File: src/rtl/obu_stream_writer.sv
// ---------------------------------------------------------------------------
// obu_stream_writer
// Purpose: serialises one AV1 OBU per command (header byte, optional
// extension byte, LEB128 size, payload bytes) into PARSER_DATA_WIDTH-bit
// words, first byte in the MSBs. Every OBU starts on a fresh word.
//
// Optional feature macro: OBU_WRITER_EXT_HDR_EN (adds the extension header
// ports and the extension byte).
//
// Ports:
//   clk, rst_n          clock, asynchronous active-low reset
//   cmd_valid/ready     command handshake (ready only while idle)
//   cmd_obu_type        AV1 obu_type
//   cmd_size            payload byte count
//   cmd_ext_en, cmd_temporal_id, cmd_spatial_id   (macro only)
//   pay_valid/ready     payload byte handshake, pay_byte data
//   out_data/out_push   packed word and its one-cycle push strobe
//   out_full            downstream FIFO full (push suppressed)
//   out_start/out_last  first/final word of the OBU
//   out_last_len        valid bits in the final word (0 = whole word)
// ---------------------------------------------------------------------------
package obu_stream_writer_pkg;
  localparam int unsigned PARSER_DATA_WIDTH = 32;
  localparam int unsigned BYTE_W            = 8;
  localparam int unsigned OBU_TYPE_W        = 4;
  localparam int unsigned OBU_SIZE_W        = 28;
  localparam int unsigned LAST_LEN_W        = 5;

  // Word waiting to be pushed downstream, with its framing flags.
  typedef struct packed {
    logic [PARSER_DATA_WIDTH-1:0] data;
    logic                         start;
    logic                         last;
    logic [LAST_LEN_W-1:0]        len;
  } obu_word_t;
endpackage

module obu_stream_writer
  import obu_stream_writer_pkg::*;
(
  input  logic                         clk,
  input  logic                         rst_n,
  input  logic                         cmd_valid,
  output logic                         cmd_ready,
  input  logic [OBU_TYPE_W-1:0]        cmd_obu_type,
  input  logic [OBU_SIZE_W-1:0]        cmd_size,
`ifdef OBU_WRITER_EXT_HDR_EN
  input  logic                         cmd_ext_en,
  input  logic [2:0]                   cmd_temporal_id,
  input  logic [1:0]                   cmd_spatial_id,
`endif
  input  logic                         pay_valid,
  output logic                         pay_ready,
  input  logic [BYTE_W-1:0]            pay_byte,
  output logic [PARSER_DATA_WIDTH-1:0] out_data,
  output logic                         out_push,
  input  logic                         out_full,
  output logic                         out_start,
  output logic                         out_last,
  output logic [LAST_LEN_W-1:0]        out_last_len
);

  localparam int unsigned ACC_BYTES = PARSER_DATA_WIDTH / BYTE_W;
  localparam int unsigned CNT_W     = 3;
  localparam logic [CNT_W-1:0] ACC_FULL = CNT_W'(ACC_BYTES);

  typedef enum logic [2:0] {
    S_IDLE, S_HDR, S_EXT, S_SIZE, S_PAYLOAD, S_FLUSH
  } state_t;

  state_t                       r_state, w_state_nxt;
  logic [OBU_TYPE_W-1:0]        r_type;
  logic [OBU_SIZE_W-1:0]        r_leb, w_leb_nxt;
  logic [OBU_SIZE_W-1:0]        r_pay_rem, w_pay_rem_nxt;
  logic                         r_first, w_first_nxt;
  logic [PARSER_DATA_WIDTH-1:0] r_acc, w_acc_nxt, w_acc_ins;
  logic [CNT_W-1:0]             r_acc_cnt, w_acc_cnt_nxt, w_ins_cnt;
  obu_word_t                    r_pend, w_pend_nxt;
  logic                         r_pend_vld, w_pend_vld_nxt;
  logic                         r_cmd_ready, r_pay_ready;
  logic [PARSER_DATA_WIDTH-1:0] r_out_data;
  logic                         r_out_push, r_out_start, r_out_last;
  logic [LAST_LEN_W-1:0]        r_out_last_len;

  logic                         w_emit, w_final, w_push, w_pend_free, w_room;
  logic [BYTE_W-1:0]            w_byte;
  logic                         w_ext_flag;
  logic [BYTE_W-1:0]            w_ext_byte;
  logic                         w_cmd_acc;

  assign w_cmd_acc = (r_state == S_IDLE) && cmd_valid && r_cmd_ready;

`ifdef OBU_WRITER_EXT_HDR_EN
  logic              r_ext_en;
  logic [BYTE_W-1:0] r_ext_byte;

  // Extension fields captured with the command.
  always_ff @(posedge clk or negedge rst_n) begin
    if (!rst_n) begin
      r_ext_en   <= 1'b0;
      r_ext_byte <= '0;
    end else if (w_cmd_acc) begin
      r_ext_en   <= cmd_ext_en;
      r_ext_byte <= {cmd_temporal_id, cmd_spatial_id, 3'b000};
    end
  end

  assign w_ext_flag = r_ext_en;
  assign w_ext_byte = r_ext_byte;
`else
  assign w_ext_flag = 1'b0;
  assign w_ext_byte = '0;
`endif

  // Next-state, byte generation, accumulator and pending-word control.
  always_comb begin
    w_state_nxt   = r_state;
    w_leb_nxt     = r_leb;
    w_pay_rem_nxt = r_pay_rem;
    w_first_nxt   = r_first;
    w_emit        = 1'b0;
    w_final       = 1'b0;
    w_byte        = '0;
    w_push        = r_pend_vld && !out_full;
    w_pend_free   = !r_pend_vld || w_push;
    w_room        = (r_acc_cnt != ACC_FULL);

    unique case (r_state)
      S_IDLE: begin
        if (w_cmd_acc) begin
          w_state_nxt   = S_HDR;
          w_leb_nxt     = cmd_size;
          w_pay_rem_nxt = cmd_size;
          w_first_nxt   = 1'b1;
        end
      end
      S_HDR: begin
        if (w_room) begin
          w_emit      = 1'b1;
          w_byte      = {1'b0, r_type, w_ext_flag, 1'b1, 1'b0};
          w_state_nxt = w_ext_flag ? S_EXT : S_SIZE;
        end
      end
      S_EXT: begin
        if (w_room) begin
          w_emit      = 1'b1;
          w_byte      = w_ext_byte;
          w_state_nxt = S_SIZE;
        end
      end
      S_SIZE: begin
        // Minimal LEB128: continuation bit set while higher groups remain.
        if (w_room) begin
          w_emit    = 1'b1;
          w_byte    = {(r_leb[OBU_SIZE_W-1:7] != '0), r_leb[6:0]};
          w_leb_nxt = r_leb >> 7;
          if (r_leb[OBU_SIZE_W-1:7] == '0) begin
            if (r_pay_rem != '0) begin
              w_state_nxt = S_PAYLOAD;
            end else begin
              w_state_nxt = S_FLUSH;
              w_final     = 1'b1;
            end
          end
        end
      end
      S_PAYLOAD: begin
        if (r_pay_ready && pay_valid) begin
          w_emit        = 1'b1;
          w_byte        = pay_byte;
          w_pay_rem_nxt = r_pay_rem - OBU_SIZE_W'(1);
          if (r_pay_rem == OBU_SIZE_W'(1)) begin
            w_state_nxt = S_FLUSH;
            w_final     = 1'b1;
          end
        end
      end
      S_FLUSH: begin
        if (w_push && r_pend.last) w_state_nxt = S_IDLE;
      end
      default: w_state_nxt = S_IDLE;
    endcase

    // Bytes fill from the MSB end, so unused low bytes stay zero.
    w_acc_ins = r_acc | ({w_byte, {(PARSER_DATA_WIDTH-BYTE_W){1'b0}}} >> {r_acc_cnt, 3'b000});
    w_ins_cnt = CNT_W'(r_acc_cnt + CNT_W'(1));

    w_acc_nxt      = r_acc;
    w_acc_cnt_nxt  = r_acc_cnt;
    w_pend_nxt     = r_pend;
    w_pend_vld_nxt = r_pend_vld && !w_push;

    if (w_emit) begin
      if (w_ins_cnt == ACC_FULL && w_pend_free) begin
        w_pend_nxt     = '{data: w_acc_ins, start: r_first, last: w_final, len: '0};
        w_pend_vld_nxt = 1'b1;
        w_acc_nxt      = '0;
        w_acc_cnt_nxt  = '0;
        w_first_nxt    = 1'b0;
      end else begin
        w_acc_nxt     = w_acc_ins;
        w_acc_cnt_nxt = w_ins_cnt;
      end
    end else if (w_pend_free &&
                 (r_acc_cnt == ACC_FULL || (r_state == S_FLUSH && r_acc_cnt != '0))) begin
      // Full word held back by a stall, or the final partial word in FLUSH.
      w_pend_nxt.data  = r_acc;
      w_pend_nxt.start = r_first;
      w_pend_nxt.last  = (r_state == S_FLUSH);
      w_pend_nxt.len   = (r_acc_cnt == ACC_FULL) ? '0 : LAST_LEN_W'({r_acc_cnt, 3'b000});
      w_pend_vld_nxt   = 1'b1;
      w_acc_nxt        = '0;
      w_acc_cnt_nxt    = '0;
      w_first_nxt      = 1'b0;
    end
  end

  // State, datapath and registered outputs.
  always_ff @(posedge clk or negedge rst_n) begin
    if (!rst_n) begin
      r_state        <= S_IDLE;
      r_type         <= '0;
      r_leb          <= '0;
      r_pay_rem      <= '0;
      r_first        <= 1'b0;
      r_acc          <= '0;
      r_acc_cnt      <= '0;
      r_pend         <= '0;
      r_pend_vld     <= 1'b0;
      r_cmd_ready    <= 1'b0;
      r_pay_ready    <= 1'b0;
      r_out_data     <= '0;
      r_out_push     <= 1'b0;
      r_out_start    <= 1'b0;
      r_out_last     <= 1'b0;
      r_out_last_len <= '0;
    end else begin
      r_state     <= w_state_nxt;
      if (w_cmd_acc) r_type <= cmd_obu_type;
      r_leb       <= w_leb_nxt;
      r_pay_rem   <= w_pay_rem_nxt;
      r_first     <= w_first_nxt;
      r_acc       <= w_acc_nxt;
      r_acc_cnt   <= w_acc_cnt_nxt;
      r_pend      <= w_pend_nxt;
      r_pend_vld  <= w_pend_vld_nxt;
      r_cmd_ready <= (w_state_nxt == S_IDLE);
      // Ready for next cycle only if the accumulator will have room.
      r_pay_ready <= (w_state_nxt == S_PAYLOAD) && (w_acc_cnt_nxt != ACC_FULL);
      r_out_push  <= w_push;
      if (w_push) r_out_data <= r_pend.data;
      r_out_start    <= w_push && r_pend.start;
      r_out_last     <= w_push && r_pend.last;
      r_out_last_len <= (w_push && r_pend.last) ? r_pend.len : '0;
    end
  end

  assign cmd_ready    = r_cmd_ready;
  assign pay_ready    = r_pay_ready;
  assign out_data     = r_out_data;
  assign out_push     = r_out_push;
  assign out_start    = r_out_start;
  assign out_last     = r_out_last;
  assign out_last_len = r_out_last_len;

endmodule

File: config.mk
export PLATFORM = sky130hd
export DESIGN_NAME = obu_stream_writer
export DESIGN_NICKNAME = d
export VERILOG_FILES = /design/src/rtl/obu_stream_writer.sv
export SDC_FILE = /design/constraint.sdc
export NUM_CORES = 1
export LEC_CHECK = 0
export CORE_UTILIZATION = 35
export CTS_CLUSTER_SIZE = 10
export DETAILED_ROUTE_END_ITERATION = 10
export SLEW_MARGIN = 20
export SYNTH_ARGS = -nofsm -noshare
export SYNTH_HDL_FRONTEND = slang
export SYNTH_SLANG_ARGS = --single-unit
File: constraint.sdc
create_clock -name clk -period 4.4 [get_ports clk]
set_clock_uncertainty 0.15 [all_clocks]
set_input_delay 0.44 -clock clk [delete_from_list [all_inputs] [get_ports clk]]
set_output_delay 0.44 -clock clk [all_outputs]
set_load 0.05 [all_outputs]
==> impl_metrics.toml <==
[run_status]
outcome = "complete, but fails checks"
violations = "design-rule violations, negative hold slack"

[place]
placedCellCount = 1151
io_buffers = 83
globalplace.congestion = 0.8975
hpwl_mm = 13.53
pre_cts_ws_ns = 1.480
placed_cell_area_um2 = 8947

[global_route]
overflow = 0
antenna_violations_before_repair = 0
first_global_vias = 6026
maximum_number_of_pins_on_one_net_before_global_route_repair = 111
grt_first_pass_wirelength_mm = 33.21
groute.usage.overall_pct = 18.10

[timing]
finalHoldViolCount = 38
report.final.slew_viol_count = 0
tightest_slew_ns = 1.053
fmaxAchievable_mhz = 343.5
rsz0062_at_grt = "false"
slew_headroom_pct = 29.23
post-route-worst-setup-slack_ns = 1.489
final_setup_tns_ns = 0
final.period_utilization_pct = 66.17
timing.hold.ws_ns = -0.01635
finalSetupViolCount = 0
shortest_period_the_worst_path_allows_ns = 2.911

[yosys]
ys_dominant_reg_cell = "sky130_fd_sc_hd__dfrtp_1"
synth_top_cell_area_share_pct = 55.46
synth-async-reset-ratio_pct = 100.0
seq_area_frac_synth_pct = 55.46
largest_area_contributor_in_the_synthesized_netlist = "sky130_fd_sc_hd__dfrtp_1"
dominant_cell_by_count_in_the_synthesized_netlist = "sky130_fd_sc_hd__nand2_1"
netlist_top_cells_area = "sky130_fd_sc_hd__dfrtp_1 55%, sky130_fd_sc_hd__nand2_1 9.6%, sky130_fd_sc_hd__o21ai_0 5.5%, sky130_fd_sc_hd__a22o_1 4.8%, sky130_fd_sc_hd__a21oi_1 3.9%"
synth.cell_area_um2 = 7896
synthDistinctLibCells = 63
synth-edff-count = 0
synthTopCellsByCount = "203 x sky130_fd_sc_hd__nand2_1, 175 x sky130_fd_sc_hd__dfrtp_1, 87 x sky130_fd_sc_hd__o21ai_0"
yosys_register_bits = 175
syn-mean-instance-area_um2 = 9.491
warning_count_from_the_yosys_run = 0
postSynthCellCount = 832

[power_and_ir_drop]
power.ir.vdd_worst_v = 0.0004453
comb_power_share_pct = 41.0
leakagePower_uw = 0.004362
switchingPower_uw = 3113
power_density_over_the_cells_nw_per_um2 = 758.2
sw_frac_of_total_pct = 42.63
pwr-share-seq_pct = 36.1
internal-power_uw = 4189
share_clk_of_total_power_pct = 22.9

[routing]
antenna_left = 0
drt-vias-per-instance = 5.238
finalWirelength_mm = 20.01
detail_route.first_pass.iterations = 11
wire_per_inst_um = 16.91
routed-via-count = 6197
detail_route.drc_violations = 7
initialDrtViolationCount = 405

[die]
fp.dieH_um = 152.2
ioPinCount = 87
dieArea_um2 = 23160
die_x_um = 152.2
floorplan.initialDensity_pct = 35.96
floorplan.core_area_um2 = 21960
fp-row-count = 54

[layout]
final_area_um2 = 9630
post_layout_cell_count = 1183
area.growth.synth_to_final_pct = 21.96
antenna-diode-count = 0
layout.filler_cells = 2150
post_route_cells_drive_above_1_share_pct = 6.645
final_net_count = 941

[critical_path]
arr_time_crit_path_ns = 3.03
critical_path_cell_sequence = "nor3b_2, buf_4, nand3_1, nand2_1, o21ai_0, nand2_1, o21ai_0"
cp_slowest_cell = "sky130_fd_sc_hd__nand2_1"
path_class = "register to register"
critical_path.startpoint_type = "register"
critical_path_required_ns = 4.52
cp-end-kind = "register"
critical-path-max-stage-delay_ns = 0.72
path_max_fanout = 25

[clock_tree]
cts-hold-fix-buffers = 0
ctsHtreeMaxLevel = 4
clockBufferDepth = 2
postCtsSetupRepairBufs = 0
cts_root_buffer = "sky130_fd_sc_hd__clkbuf_16"
cts_tree = "done"
worst_skew_pair.late_latency_ns = 0.44
cts-buffers-inserted = 17
tritoncts_num_sinks = 175
path_clk_slew_ns = 0.07
postCtsResizedCells = 0

[flow_run]
cap_violations = 0

[min_path]
worst_min_path_class = "primary input to async pin"
## power by group through the flow
| stage | clock, µW | combinational, µW | sequential, µW |
|---|---|---|---|
| CTS | 1720 | 3030 | 2630 |
| global placement | 0 | 2980 | 2640 |
| floorplan | 0 | 1770 | 2970 |
| detailed placement | 0 | 3010 | 2660 |
| finish | 1670 | 2990 | 2640 |
| global route | 1770 | 3290 | 2720 |
## stage by stage
step | util, % | hold slack (ns) | total power (µW)
after CTS | 43.82 | 0.05245 | 7373
after floorplan | - | -0.005591 | 4739
final | 43.86 | -0.01635 | 7302
after global routing | 43.86 | 0.05017 | 7788
after global placement | 40.75 | 0.3002 | 5623
after detailed placement | 40.75 | 0.3049 | 5675
## sequential cells by signal (all words and copies together) (netlist names)
signal and cells:
r_acc 32, out_last_len 2, r_pay_rem 28, out_last 1, out_start 1, out_data 32, r_acc_cnt 3, r_type 4
r_state 3, r_pend 36, out_push 1, r_first 1, pay_ready 1, r_pend_vld 1, cmd_ready 1, r_leb 28
## area by class of cell
class	instances	area, µm²	share of cell area, %
Clock buffer	17	425.4	4.417
Clock inverter	15	250.2	2.598
Multi-Input combinational cell	596	3268	33.94
Tap cell	280	350.3	3.638
Timing Repair Buffer	92	927.1	9.627
Sequential cell	175	4379	45.47
Inverter	8	30.03	0.3118
## metal layers
metal / vias up / GRT usage [%] / share of wire, % / wire [µm]
met5: - / 0 / 0 / 0
met4: 0 / 5.977 / 1.5 / 306
met3: 19 / 2.531 / 3.0 / 606
met2: 125 / 28.68 / 47 / 9355
met1: 3015 / 25.54 / 49 / 9739
li1: 3038 / - / - / -
## layout by cell type (no fill, tap or decap), types with 4 or more instances in the layout
cell                              netlist  final
sky130_fd_sc_hd__nor3_1                20     19
sky130_fd_sc_hd__o21ai_0               87     87
sky130_fd_sc_hd__nand3b_1               4      4
sky130_fd_sc_hd__a31oi_1                5      5
sky130_fd_sc_hd__nand2_1              203    203
sky130_fd_sc_hd__nand3_1               15     15
sky130_fd_sc_hd__dfrtp_1              175    175
sky130_fd_sc_hd__a22o_1                43     43
sky130_fd_sc_hd__ha_1                   6      6
sky130_fd_sc_hd__and2_1                 4      4
sky130_fd_sc_hd__and3_1                 9      9
sky130_fd_sc_hd__nor4_1                 8      8
sky130_fd_sc_hd__buf_4                  3      7
sky130_fd_sc_hd__a21oi_1               61     61
sky130_fd_sc_hd__nor2_1                39     37
sky130_fd_sc_hd__a22oi_1                5      5
sky130_fd_sc_hd__clkinv_8               0      7
sky130_fd_sc_hd__clkbuf_16              0     17
sky130_fd_sc_hd__inv_1                  8      7
sky130_fd_sc_hd__mux2i_1               20     20
sky130_fd_sc_hd__a21o_1                 6      6
sky130_fd_sc_hd__clkdlybuf4s50_1        0     82
## critical path: cells and delay by family, from the launching register on
family	cells	cell delay [ns]
flip-flops	1	0.56
AND/OR/NAND/NOR	4	1.43
buffers and inverters	1	0.31
AO/OA/AOI/OAI	2	0.30
## worst paths after layout
check	start	end	slack [ns]	cells past startpoint
worst max-delay path	r_state[2]$_DFF_PN0_	r_pay_rem[13]$_DFFE_PN0P_	1.49	7
min in group clk	r_pend[19]$_DFFE_PN0P_	out_data[12]$_DFFE_PN0N_	0.31	2
max in group asynchronous	rst_n	r_pend[17]$_DFFE_PN0P_	3.26	2
worst max register to register	r_state[2]$_DFF_PN0_	r_pay_rem[13]$_DFFE_PN0P_	1.49	7
worst min-delay path	rst_n	out_last_len[4]$_DFF_PN0_	-0.02	1
worst min register to register	r_pend[19]$_DFFE_PN0P_	out_data[12]$_DFFE_PN0N_	0.31	2
## cells by family (layout without fill, tap and decap cells)
logic type	after synthesis	count (layout)	share of synthesized area [%]
DFF	175	175	55.46
muxes	20	20	2.535
other	1	3	0.04749
AOI/OAI and AO/OA	235	235	18.65
adders and majority gates	6	6	0.9507
buffers and inverters	63	132	3.407
and+or+nand+nor	332	332	18.95
(Power assumes the default switching activity.)
